[src/rtl/vga_fb_arbiter_if.sv]
// vga_fb_arbiter_if: scanout, CPU and RAM-port signals of the framebuffer arbiter
interface vga_fb_arbiter_if #(
  parameter int ADDR_W = 19,
  parameter int DATA_W = 8
);
  logic              vga_req;
  logic [ADDR_W-1:0] vga_addr;
  logic [DATA_W-1:0] vga_rdata;
  logic              vga_rvalid;
  logic              cpu_valid;
  logic              cpu_ready;
  logic              cpu_we;
  logic [ADDR_W-1:0] cpu_addr;
  logic [DATA_W-1:0] cpu_wdata;
  logic [DATA_W-1:0] cpu_rdata;
  logic              cpu_rvalid;
  logic [ADDR_W-1:0] ram_addr;
  logic              ram_we;
  logic [DATA_W-1:0] ram_wdata;
  logic [DATA_W-1:0] ram_rdata;
  logic [2:0]        wr_level;
  modport slave (
    input  vga_req, vga_addr, cpu_valid, cpu_we, cpu_addr, cpu_wdata, ram_rdata,
    output vga_rdata, vga_rvalid, cpu_ready, cpu_rdata, cpu_rvalid,
           ram_addr, ram_we, ram_wdata, wr_level
  );
  modport master (
    output vga_req, vga_addr, cpu_valid, cpu_we, cpu_addr, cpu_wdata, ram_rdata,
    input  vga_rdata, vga_rvalid, cpu_ready, cpu_rdata, cpu_rvalid,
           ram_addr, ram_we, ram_wdata, wr_level
  );
endinterface

[src/rtl/vga_fb_arbiter.sv]
// vga_fb_arbiter: single-port framebuffer RAM shared by never-stalling scanout and a posted-write CPU port
module vga_fb_arbiter #(
  parameter int ADDR_W = 19,
  parameter int DATA_W = 8
) (
  input logic             CLOCK_50,
  input logic             RESET_N,
  vga_fb_arbiter_if.slave bus
);
  typedef enum logic [1:0] {SLOT_IDLE, SLOT_VGA, SLOT_DRAIN, SLOT_CPU} slot_e;
  localparam int EW = ADDR_W + DATA_W;
  slot_e             slot;
  logic              ready, acc, push, pop;
  logic [EW-1:0]     fifo_q [4];
  logic [EW-1:0]     fifo_d [4];
  logic [1:0]        wp_q, wp_d, rp_q, rp_d;
  logic [2:0]        lvl_q, lvl_d;
  logic              pend_q, pend_d, alive_q, alive_d;
  logic [ADDR_W-1:0] pend_addr_q, pend_addr_d;
  logic [ADDR_W-1:0] ram_addr_q, ram_addr_d;
  logic              ram_we_q, ram_we_d;
  logic [DATA_W-1:0] ram_wdata_q, ram_wdata_d;
  logic              vga_p1_q, vga_p1_d, vga_p2_q, vga_p2_d;
  logic              cpu_p1_q, cpu_p1_d, cpu_p2_q, cpu_p2_d;
  logic [DATA_W-1:0] cpu_hold_q, cpu_hold_d;
  // Slot choice (scanout > drain > pending read), write posting and the two-stage read-return pipes
  always_comb begin
    slot = bus.vga_req ? SLOT_VGA : lvl_q != 3'd0 ? SLOT_DRAIN : pend_q ? SLOT_CPU : SLOT_IDLE;
    ready = alive_q && !pend_q && (!bus.cpu_we || lvl_q != 3'd4);
    acc = bus.cpu_valid && ready;
    push = acc && bus.cpu_we;
    pop = slot == SLOT_DRAIN;
    fifo_d = fifo_q;
    if (push) fifo_d[wp_q] = {bus.cpu_addr, bus.cpu_wdata};
    wp_d = wp_q + 2'(push);
    rp_d = rp_q + 2'(pop);
    lvl_d = lvl_q + 3'(push) - 3'(pop);
    alive_d = 1'b1;
    pend_d = (acc && !bus.cpu_we) || (pend_q && slot != SLOT_CPU);
    pend_addr_d = (acc && !bus.cpu_we) ? bus.cpu_addr : pend_addr_q;
    ram_addr_d = slot == SLOT_VGA ? bus.vga_addr :
                 slot == SLOT_DRAIN ? fifo_q[rp_q][EW-1:DATA_W] :
                 slot == SLOT_CPU ? pend_addr_q : ram_addr_q;
    ram_wdata_d = pop ? fifo_q[rp_q][DATA_W-1:0] : ram_wdata_q;
    ram_we_d = pop;
    vga_p1_d = slot == SLOT_VGA;
    vga_p2_d = vga_p1_q;
    cpu_p1_d = slot == SLOT_CPU;
    cpu_p2_d = cpu_p1_q;
    cpu_hold_d = cpu_p2_q ? bus.ram_rdata : cpu_hold_q;
  end
  // State registers; reset empties the FIFO and drops every in-flight request
  always_ff @(posedge CLOCK_50 or negedge RESET_N) begin
    if (!RESET_N) begin
      fifo_q      <= '{default: '0};
      wp_q        <= '0;
      rp_q        <= '0;
      lvl_q       <= '0;
      alive_q     <= 1'b0;
      pend_q      <= 1'b0;
      pend_addr_q <= '0;
      ram_addr_q  <= '0;
      ram_we_q    <= 1'b0;
      ram_wdata_q <= '0;
      vga_p1_q    <= 1'b0;
      vga_p2_q    <= 1'b0;
      cpu_p1_q    <= 1'b0;
      cpu_p2_q    <= 1'b0;
      cpu_hold_q  <= '0;
    end else begin
      fifo_q      <= fifo_d;
      wp_q        <= wp_d;
      rp_q        <= rp_d;
      lvl_q       <= lvl_d;
      alive_q     <= alive_d;
      pend_q      <= pend_d;
      pend_addr_q <= pend_addr_d;
      ram_addr_q  <= ram_addr_d;
      ram_we_q    <= ram_we_d;
      ram_wdata_q <= ram_wdata_d;
      vga_p1_q    <= vga_p1_d;
      vga_p2_q    <= vga_p2_d;
      cpu_p1_q    <= cpu_p1_d;
      cpu_p2_q    <= cpu_p2_d;
      cpu_hold_q  <= cpu_hold_d;
    end
  end
  assign bus.cpu_ready  = ready;
  assign bus.vga_rvalid = vga_p2_q;
  assign bus.vga_rdata  = vga_p2_q ? bus.ram_rdata : '0;
  assign bus.cpu_rvalid = cpu_p2_q;
  assign bus.cpu_rdata  = cpu_p2_q ? bus.ram_rdata : cpu_hold_q;
  assign bus.ram_addr   = ram_addr_q;
  assign bus.ram_we     = ram_we_q;
  assign bus.ram_wdata  = ram_wdata_q;
  assign bus.wr_level   = lvl_q;
endmodule

[src/flat_wrapper.sv]
// flat-port wrapper written by rule: the top's interface ports become plain ports
module vga_fb_arbiter_flat 
#(
  parameter int ADDR_W = 19,
  parameter int DATA_W = 8
)
  (CLOCK_50, RESET_N, bus_vga_req, bus_vga_addr, bus_cpu_valid, bus_cpu_we, bus_cpu_addr, bus_cpu_wdata, bus_ram_rdata, bus_vga_rdata, bus_vga_rvalid, bus_cpu_ready, bus_cpu_rdata, bus_cpu_rvalid, bus_ram_addr, bus_ram_we, bus_ram_wdata, bus_wr_level);
  vga_fb_arbiter_if #(.ADDR_W(ADDR_W), .DATA_W(DATA_W)) bus_i ();
  input logic CLOCK_50;
  input logic RESET_N;
  input wire logic [$bits(bus_i.vga_req)-1:0] bus_vga_req;
  input wire logic [$bits(bus_i.vga_addr)-1:0] bus_vga_addr;
  input wire logic [$bits(bus_i.cpu_valid)-1:0] bus_cpu_valid;
  input wire logic [$bits(bus_i.cpu_we)-1:0] bus_cpu_we;
  input wire logic [$bits(bus_i.cpu_addr)-1:0] bus_cpu_addr;
  input wire logic [$bits(bus_i.cpu_wdata)-1:0] bus_cpu_wdata;
  input wire logic [$bits(bus_i.ram_rdata)-1:0] bus_ram_rdata;
  output wire logic [$bits(bus_i.vga_rdata)-1:0] bus_vga_rdata;
  output wire logic [$bits(bus_i.vga_rvalid)-1:0] bus_vga_rvalid;
  output wire logic [$bits(bus_i.cpu_ready)-1:0] bus_cpu_ready;
  output wire logic [$bits(bus_i.cpu_rdata)-1:0] bus_cpu_rdata;
  output wire logic [$bits(bus_i.cpu_rvalid)-1:0] bus_cpu_rvalid;
  output wire logic [$bits(bus_i.ram_addr)-1:0] bus_ram_addr;
  output wire logic [$bits(bus_i.ram_we)-1:0] bus_ram_we;
  output wire logic [$bits(bus_i.ram_wdata)-1:0] bus_ram_wdata;
  output wire logic [$bits(bus_i.wr_level)-1:0] bus_wr_level;
  assign bus_i.vga_req = bus_vga_req;
  assign bus_i.vga_addr = bus_vga_addr;
  assign bus_i.cpu_valid = bus_cpu_valid;
  assign bus_i.cpu_we = bus_cpu_we;
  assign bus_i.cpu_addr = bus_cpu_addr;
  assign bus_i.cpu_wdata = bus_cpu_wdata;
  assign bus_i.ram_rdata = bus_ram_rdata;
  assign bus_vga_rdata = bus_i.vga_rdata;
  assign bus_vga_rvalid = bus_i.vga_rvalid;
  assign bus_cpu_ready = bus_i.cpu_ready;
  assign bus_cpu_rdata = bus_i.cpu_rdata;
  assign bus_cpu_rvalid = bus_i.cpu_rvalid;
  assign bus_ram_addr = bus_i.ram_addr;
  assign bus_ram_we = bus_i.ram_we;
  assign bus_ram_wdata = bus_i.ram_wdata;
  assign bus_wr_level = bus_i.wr_level;
  vga_fb_arbiter #(.ADDR_W(ADDR_W), .DATA_W(DATA_W)) u_core (.CLOCK_50(CLOCK_50), .RESET_N(RESET_N), .bus(bus_i));
endmodule
[config.mk]
export PLATFORM = sky130hd
export DESIGN_NAME = vga_fb_arbiter_flat
export DESIGN_NICKNAME = d
export VERILOG_FILES = /design/src/rtl/vga_fb_arbiter_if.sv /design/src/rtl/vga_fb_arbiter.sv /design/src/flat_wrapper.sv
export SDC_FILE = /design/constraint.sdc
export NUM_CORES = 1
export LEC_CHECK = 0
export ABC_AREA = 1
export BUFFER_PORTS_ARGS = -buffer_cell sky130_fd_sc_hd__buf_2
export CAP_MARGIN = 0
export CORE_MARGIN = 3
export CORE_UTILIZATION = 40
export DETAILED_ROUTE_END_ITERATION = 7
export PLACE_DENSITY = 0.63
export SLEW_MARGIN = 20
export SYNTH_ARGS = -nofsm -noshare
export SYNTH_HDL_FRONTEND = slang
export SYNTH_SLANG_ARGS = --single-unit
[constraint.sdc]
create_clock -name CLOCK_50 -period 3.9 [get_ports CLOCK_50]
set_clock_uncertainty 0.15 [all_clocks]
set_input_delay 0.39 -clock CLOCK_50 [delete_from_list [all_inputs] [get_ports CLOCK_50]]
set_output_delay 0.39 -clock CLOCK_50 [all_outputs]
set_load 0.01 [all_outputs]
==> impl_metrics.json <==
{
  "drc": 0,
  "cts_tree": "yes",
  "cts_num_sinks": 176,
  "utilization_pct": 47.4,
  "critPathArrivalTime_ns": 2.60,
  "fin_ws_ns": 1.48,
  "crit_type": "reg -> reg",
  "routed.top_layer": "met4",
  "setup_violations": 0,
  "met3_length_um": 1290,
  "grt_max_degree": 80,
  "ys_ff_latch": 176,
  "cap_viol_max_count": 0,
  "drt_iter0_drc": 562,
  "cts_resized": 0,
  "initial_utilization_pct": 41.0,
  "fin_tns_setup_ns": 0,
  "fmax_ghz": 0.413,
  "dp_cells": 1428,
  "syn_area_per_cell_um2": 7.63,
  "cellPowerDensity_mw_per_mm2": 748,
  "place_ws_ns": 1.37,
  "rows": 52,
  "final_antenna_net_count": 0,
  "vias_per_cell": 4.85,
  "grt_pass1_wl_um": 36100,
  "drive_above_1_share_pct": 14.6,
  "root_buffer": "clkbuf_16",
  "min_path_type": "in -> reg",
  "cts.clk_slew.worst_paths_ns": 0.07,
  "final_net_count": 1241,
  "timing.hold.ws_ns": 0.0629,
  "synthArstFlopShare_pct": 100,
  "met1_length_um": 10600,
  "htreeDepth": 4,
  "cp-start-kind": "register",
  "coreArea_mm2": 0.0204,
  "dp_hpwl_um": 13600,
  "io_buffers": 108,
  "via_count": 7080,
  "num_antenna_cells": 0,
  "first_pass_iters": 5,
  "slew_headroom_pct": 31.9,
  "hold_buffers": 1,
  "antenna_found_initial": 0,
  "ys_top_cells_by_area": "dfrtp_1, nand2_1, o21ai_0, inv_1, nor2_1",
  "grt_use_total_pct": 20.2,
  "grt_overflow": 0,
  "period_needed_ns": 2.42,
  "met2RoutedLength_um": 10000,
  "ys_seq_area_share_pct": 52.6,
  "cts_setup_buffers": 0,
  "wl_um": 22300,
  "area_growth_pct": 15.7,
  "path_max_fanout": 29,
  "numCtsBuffers": 17,
  "grt_pass1_vias": 6734,
  "min_period_over_period_pct": 62.1,
  "synth_flop_cell": "dfrtp_1",
  "final_hold_viol_count": 0,
  "yosys-top-cells-count": "nand2_1, dfrtp_1, o21ai_0",
  "status": "complete, no violations",
  "io_pins": 109,
  "synth_edf_count": 0,
  "rsz0062_at_grt": "false",
  "p_leak_nw": 5.43,
  "yosys.cell_types.count": 28,
  "fin_cells": 1461,
  "synth_cells": 1097,
  "yosys_warnings": 0,
  "slew_viol_final": 0,
  "die_w_um": 151,
  "clk_latency_ns": 0.44,
  "syn_area_mm2": 0.00838,
  "cp-end-kind": "register",
  "die_area_mm2": 0.0227,
  "yosysMostFrequentCell": "nand2_1",
  "required_ns": 4.07,
  "gp_congestion": 0.801,
  "cts_buffer_depth": 2,
  "yosysTopAreaCell": "dfrtp_1",
  "synthesis.nets": 1160,
  "yosysTopAreaCellShare_pct": 52.6,
  "die_y_um": 151,
  "worstMarginPinSlew_ns": 1.02,
  "wl_per_cell_um": 15.2,
  "peakVddDrop_v": 0.000299
}
## cells in the final DEF (no fill, tap or decap), types with 2 or more instances in the layout
master,Yosys,layout
o22ai_1,8,8
nand3_1,40,40
inv_1,115,115
o21ai_0,125,125
nor2_1,97,97
buf_2,12,107
ha_1,3,3
clkinvlp_4,0,3
clkbuf_16,0,17
buf_4,5,14
nand2_1,405,405
nand2_2,2,2
inv_6,0,2
inv_2,2,2
clkinv_4,0,7
nor2_2,4,4
xor2_1,3,3
mux2_2,8,8
a21oi_1,38,38
nor2_8,2,2
dfrtp_1,176,176
## cell type report
class,instances,area [µm²]
Clock inverter,14,136
Inverter,118,443
Sequential cell,176,4400
Multi-Input combinational cell,741,3250
Fill cell,2076,10700
Timing Repair Buffer,124,682
Tap cell,270,338
Clock buffer,18,439
## worst paths after layout
path                             startpoint                      end  slack [ns]  cells past startpoint
max                          u_core.rp_q[1]  u_core.bus.ram_addr[16]        1.48                      6
min                        bus_cpu_wdata[5]        u_core.fifo_q[86]        0.06                      3
max reg2reg                  u_core.rp_q[1]  u_core.bus.ram_addr[16]        1.48                      6
min reg2reg                 u_core.vga_p1_q    u_core.bus.vga_rvalid        0.20                      0
max in group asynchronous           RESET_N        u_core.fifo_q[67]        2.24                      3
min in group asynchronous           RESET_N    u_core.pend_addr_q[8]        0.39                      2
## critical path: stages (launching register included)
cell      delay, ns
dfrtp_1        0.32
buf_4          0.35
clkinv_1       0.87
nand3_1        0.34
nand2_1        0.12
nand2_1        0.08
a21oi_1        0.07
## through the flow
stage | total power [W] | area, µm²
after detailed placement | 0.00561 | 9110
final | 0.00724 | 9690
after global routing | 0.00784 | 9690
after CTS | 0.00728 | 9690
after floorplan | 0.00469 | 8380
after global placement | 0.00555 | 9110
## kinds of logic after synthesis
| logic type | after synthesis | synth area share [%] |
|---|---|---|
| simple gates | 552 | 26.1 |
| fa+ha+maj | 4 | 0.687 |
| mux | 8 | 1.08 |
| compound gates | 172 | 10.4 |
| flops | 176 | 52.6 |
| other cells | 1 | 0.0448 |
| xor+xnor | 4 | 0.418 |
| buf+inv | 180 | 8.62 |
## flip-flops by register name, indices dropped and copies added (netlist names)
signal,cells
u_core.pend_addr_q,19
u_core.vga_p1_q,1
u_core.bus.cpu_rvalid,1
u_core.rp_q,2
u_core.bus.wr_level,3
u_core.bus.vga_rvalid,1
u_core.pend_q,1
u_core.fifo_q,108
u_core.bus.ram_addr,19
u_core.alive_q,1
u_core.wp_q,2
u_core.bus.ram_wdata,8
u_core.cpu_hold_q,8
u_core.cpu_p1_q,1
u_core.bus.ram_we,1
## power by group
group	switching, W	total, W	internal, W
Clock	0.000755	0.00166	0.000905
Combinational	0.00175	0.00264	0.000893
Sequential	0.000374	0.00295	0.00257
Total	0.00287	0.00724	0.00437
## per-layer routing
metal / up-vias / global-route usage, %
li1: 3543 / -
met1: 3298 / 28.9
met2: 218 / 32.0
met3: 21 / 3.49
met4: 0 / 5.44
met5: - / 0
Power figures use the tool's default switching activity.
